File: src/rtl/maxnet_collector.sv
// maxnet_collector: sequences MAXNET competition iterations through external PLUs and reports the winner or abort cause
module maxnet_collector #(
  parameter int MAX_ITER = 32
) (
  input  logic        clk,
  input  logic        rst,
  input  logic        start,
  input  logic [31:0] x1,
  input  logic [31:0] x2,
  input  logic [31:0] x3,
  input  logic [31:0] x4,
  input  logic [31:0] plu_out1,
  input  logic [31:0] plu_out2,
  input  logic [31:0] plu_out3,
  input  logic [31:0] plu_out4,
  input  logic        plu_valid,
  input  logic        plu_overflow,
  output logic [31:0] a1,
  output logic [31:0] a2,
  output logic [31:0] a3,
  output logic [31:0] a4,
  output logic        a_valid,
  output logic        busy,
  output logic        done,
  output logic [1:0]  winner,
  output logic [31:0] winner_val,
  output logic        err,
  output logic [1:0]  err_code
);
  typedef enum logic [2:0] {IDLE, CHECK, ISSUE, WAIT, DONE, ERR} state_t;
  state_t state;
  logic [3:0][31:0] act;
  logic [5:0] iter;
  logic [3:0] live;
  logic [2:0] n_live;
  logic [1:0] idx;
  assign {a4, a3, a2, a1} = act;
  assign a_valid = state == ISSUE;
  assign busy = state == CHECK || state == ISSUE || state == WAIT;
  always_comb begin
    live = '0;
    for (int i = 0; i < 4; i++) live[i] = $signed(act[i]) > 32'sd0;
    n_live = 3'(live[0]) + 3'(live[1]) + 3'(live[2]) + 3'(live[3]);
    idx = live[0] ? 2'd0 : live[1] ? 2'd1 : live[2] ? 2'd2 : 2'd3;
  end
  always_ff @(posedge clk) begin
    if (rst) begin
      state <= IDLE;
      act <= '0;
      iter <= '0;
      done <= 1'b0;
      err <= 1'b0;
      err_code <= '0;
      winner <= '0;
      winner_val <= '0;
    end else begin
      case (state)
        IDLE, DONE, ERR: if (start) begin
          act <= {x4, x3, x2, x1};
          iter <= '0;
          done <= 1'b0;
          err <= 1'b0;
          err_code <= '0;
          state <= CHECK;
        end
        CHECK: if (n_live == 3'd1) begin
          winner <= idx;
          winner_val <= act[idx];
          done <= 1'b1;
          state <= DONE;
        end else if (n_live == 3'd0) begin
          err <= 1'b1;
          err_code <= 2'b10;
          state <= ERR;
        end else if (iter == 6'(MAX_ITER)) begin
          err <= 1'b1;
          err_code <= 2'b11;
          state <= ERR;
        end else begin
          state <= ISSUE;
        end
        ISSUE: state <= WAIT;
        WAIT: if (plu_valid && plu_overflow) begin
          err <= 1'b1;
          err_code <= 2'b01;
          state <= ERR;
        end else if (plu_valid) begin
          act <= {plu_out4, plu_out3, plu_out2, plu_out1};
          iter <= iter + 6'd1;
          state <= CHECK;
        end
        default: state <= IDLE;
      endcase
    end
  end
endmodule

File: config.mk
export PLATFORM = sky130hd
export DESIGN_NAME = maxnet_collector
export DESIGN_NICKNAME = d
export VERILOG_FILES = /design/src/rtl/maxnet_collector.sv
export SDC_FILE = /design/constraint.sdc
export NUM_CORES = 1
export LEC_CHECK = 0
export ABC_CLOCK_PERIOD_IN_PS = 11150
export CAP_MARGIN = 20
export CORE_AREA = 2 2 166 168
export CTS_BUF_LIST = sky130_fd_sc_hd__clkbuf_2 sky130_fd_sc_hd__clkbuf_4 sky130_fd_sc_hd__clkbuf_8
export DETAILED_ROUTE_END_ITERATION = 8
export DIE_AREA = 0 0 168 170
export GPL_TIMING_DRIVEN = 1
export MAX_ROUTING_LAYER = met4
export PLACE_DENSITY_LB_ADDON = 0.12
export SLEW_MARGIN = 10
export SYNTH_ARGS = -nofsm -noshare
export SYNTH_HDL_FRONTEND = slang
export SYNTH_SLANG_ARGS = --single-unit
File: constraint.sdc
create_clock -name clk -period 11.15 [get_ports clk]
set_clock_uncertainty 0.2 [all_clocks]
set_input_delay 2.23 -clock clk [delete_from_list [all_inputs] [get_ports clk]]
set_output_delay 2.23 -clock clk [all_outputs]
set_load 0.01 [all_outputs]
==> results.py <==
metrics = {
    "yosys": {
        "synth_warnings": 0,
        "synth_edf_count": 0,
        "synth_largest_area_cell": "dfxtp_1",
        "ys_ff_latch": 175,
        "synth_top_area_frac": 0.3740,
        "synth.area.top_cells": "dfxtp_1 37%, a311oi_1 12%, nand2_1 6.9%",
        "synthFlopType": "dfxtp_1",
        "synth_cell_types": 50,
        "yosysSeqAreaShare": 0.3740,
        "syn_inst": 1195,
        "synth_nets": 1462,
        "async_flop_share": 0,
        "synth.cell_area_sq_um": 9366,
        "avgSynthCellArea_sq_um": 7.838,
    },
    "critical_path": {
        "worst_ep_required_time_ps": 8720,
        "endpoint_kind": "primary output",
        "crit_path_max_fanout": 63,
        "worstSetupPathType": "flop to primary output",
        "worstPathArrival_ps": 2320,
        "cp-start-kind": "flop",
    },
    "sta": {
        "fin_crit_ps": 4748,
        "drv_slew": 0,
        "setup_violations": 0,
        "min_period_over_period": 0.4258,
        "worst_pin_slew_ps": 1129,
        "hold_viol_final": 0,
        "tns_ps": 0,
        "slew_headroom": 0.2475,
        "grt_setup_unrepaired": "false",
        "timing.fmax_mhz": 210.6,
    },
    "clocking": {
        "postCtsHoldBufs": 0,
        "cts.clk_slew.worst_paths_ps": 100,
        "cts_tree": "yes",
        "cts_sinks": 175,
        "htreeDepth": 4,
        "clockBufferDepth": 2,
        "cts_setup_buffers": 0,
        "cts_root_buf": "clkbuf_8",
        "cts_resized": 0,
        "cts_made_buffers": 17,
        "insertion_delay_ps": 470,
    },
    "pwr": {
        "p_total_mw": 3.002,
        "clock_power_share": 0.148,
        "power_frac_comb": 0.483,
        "irDropWorstVdd_uv": 90.45,
        "swShare": 0.4480,
        "power.share.sequential": 0.369,
        "powerDensity_nw_per_um2": 213.7,
        "internal_power_mw": 1.657,
        "power_leakage_nw": 4.988,
        "power_switching_mw": 1.345,
    },
    "die": {
        "fp.coreArea_sq_um": 26650,
        "ios": 429,
        "rows": 60,
        "die_area_sq_um": 28560,
        "die_h_um": 170,
        "initial_core_util": 0.3515,
        "die_width_um": 168,
    },
    "run": {
        "maxCapViolations": 0,
    },
    "min_path": {
        "worstHoldPathType": "flop to flop",
    },
    "placed_design": {
        "port_buffers": 428,
        "dpl.hpwl_um": 29960,
        "gp_congestion": 0.8781,
    },
    "cells_and_area": {
        "drive_gt1_frac": 0.04457,
        "syn2layout_area_growth_pct": 49.99,
        "layout.nets": 1802,
    },
    "detailed_routing": {
        "ant_nets": 0,
        "num_vias": 10598,
        "drt_iter0_drc": 860,
        "wl_per_cell_um": 21.65,
        "drc": 0,
        "dr.pass1.iters": 5,
        "via_per_inst": 5.601,
        "wl_um": 40950,
    },
    "status": {
        "run_status": "finished clean",
    },
    "grt": {
        "grt_overflow": 0,
        "grt_max_degree": 115,
        "antenna_found_initial": 3,
        "grt_pass1_wl_um": 60280,
        "grt_pass1_vias": 9930,
        "grtUsageTotal": 0.2832,
    },
}
[per-stage QoR]
| step | hold slack, ps | setup slack (ps) | cells | cell area (sq um) | util |
|---|---|---|---|---|---|
| after floorplan | 262.0 | 7488 | 1195 | 9366 | - |
| after CTS | 265.1 | 6307 | 1889 | 14040 | 0.5269 |
| after global routing | 295.6 | 6079 | 1892 | 14050 | 0.5271 |
| after detailed placement | 250.7 | 6115 | 1857 | 13650 | 0.5123 |
| final | 262.3 | 6402 | 1892 | 14050 | 0.5271 |
| after global placement | 242.5 | 6141 | 1857 | 13650 | 0.5123 |
[layout make-up]
class | instances | area (sq um)
Fill cell | 2587 | 12600
Multi-Input combinational cell | 860 | 5184
Timing Repair Buffer | 443 | 4394
Sequential cell | 175 | 3507
Tap cell | 341 | 426.7
Clock buffer | 17 | 234.0
Clock inverter | 15 | 152.6
Inverter | 38 | 142.6
Antenna cell | 3 | 7.507
[synth_stat cells, types with 13 or more instances]
master	count
nor4_1	30
nand2_1	171
buf_2	30
a311oi_1	129
nor3b_1	19
a211oi_1	31
clkbuf_1	78
o211ai_1	26
nor2_1	147
dfxtp_1	175
inv_1	37
o31ai_1	16
mux2i_1	33
a22o_1	13
nor2b_1	15
nand3_1	128
[worst max-delay path, cell delays in order, from the launching register on]
cell,delay (ps)
dfxtp_4,820
inv_1,250
nor3_1,200
clkdlybuf4s50_1,560
[metal layers]
layer | up-vias | GRT usage | part of all wire | wire (um)
li1 | 5063 | - | - | -
met1 | 5051 | 0.3540 | 0.43 | 17420
met2 | 439 | 0.4669 | 0.48 | 19690
met3 | 45 | 0.05349 | 0.072 | 2954
met4 | 0 | 0.08318 | 0.022 | 885
met5 | - | - | 0 | 0
[cell families (layout without fill, tap and decap cells)]
| logic type | after synthesis | after routing | synth area share |
|---|---|---|---|
| other cells | 0 | 3 | 0 |
| mux | 33 | 33 | 0.03527 |
| buf+inv | 160 | 513 | 0.07614 |
| fa+ha+maj | 6 | 6 | 0.008817 |
| compound gates | 260 | 260 | 0.2288 |
| flops | 175 | 175 | 0.3740 |
| xor+xnor | 4 | 4 | 0.003740 |
| simple gates | 557 | 557 | 0.2732 |
[worst paths after layout]
check,start,to,slack [ps],cells past startpoint
worst max-delay path,state[1],a_valid,6400,3
worst min-delay path,winner[1],winner[1],260,2
worst max register to register,a2[31],winner_val[19],6410,14
worst min register to register,winner[1],winner[1],260,2
[layout by cell type, fill, tap and decap left out, drive strengths merged, types with 2 or more instances in the layout]
master / netlist / final
buf: 44 / 16
a22o: 13 / 13
o211ai: 31 / 31
nor2b: 15 / 15
ha: 5 / 5
xor2: 4 / 4
clkinvlp: 0 / 4
nor3b: 19 / 19
dfxtp: 175 / 175
clkdlybuf4s50: 0 / 427
and2: 19 / 19
clkinv: 0 / 4
nor4: 30 / 30
clkbuf: 78 / 17
nand4: 10 / 10
diode: 0 / 3
nor2: 147 / 147
nor3: 7 / 7
o21ai: 15 / 15
a21oi: 11 / 11
and3: 3 / 3
nand3: 129 / 129
o31ai: 18 / 18
and4: 2 / 2
or2: 2 / 2
a31oi: 4 / 4
a211oi: 31 / 31
nand2: 171 / 171
inv: 38 / 45
a311oi: 129 / 129
mux2i: 33 / 33
[registers in the layout, summed over array words and instances, names as in the netlist]
name / cells
err: 1
winner: 2
a4: 32
a1: 32
iter: 6
err_code: 2
winner_val: 32
state: 3
done: 1
a3: 32
a2: 32
[power by group through the flow]
| stage | Combinational (mW) | Clock, mW | Sequential [mW] |
|---|---|---|---|
| after detailed placement | 1.45 | 0 | 1.12 |
| after global placement | 1.43 | 0 | 1.12 |
| final | 1.45 | 0.445 | 1.11 |
| after floorplan | 0.774 | 0 | 1.05 |
| after global routing | 1.58 | 0.484 | 1.13 |
| after CTS | 1.45 | 0.459 | 1.11 |
Note: power is estimated with default switching activity, not from simulation.
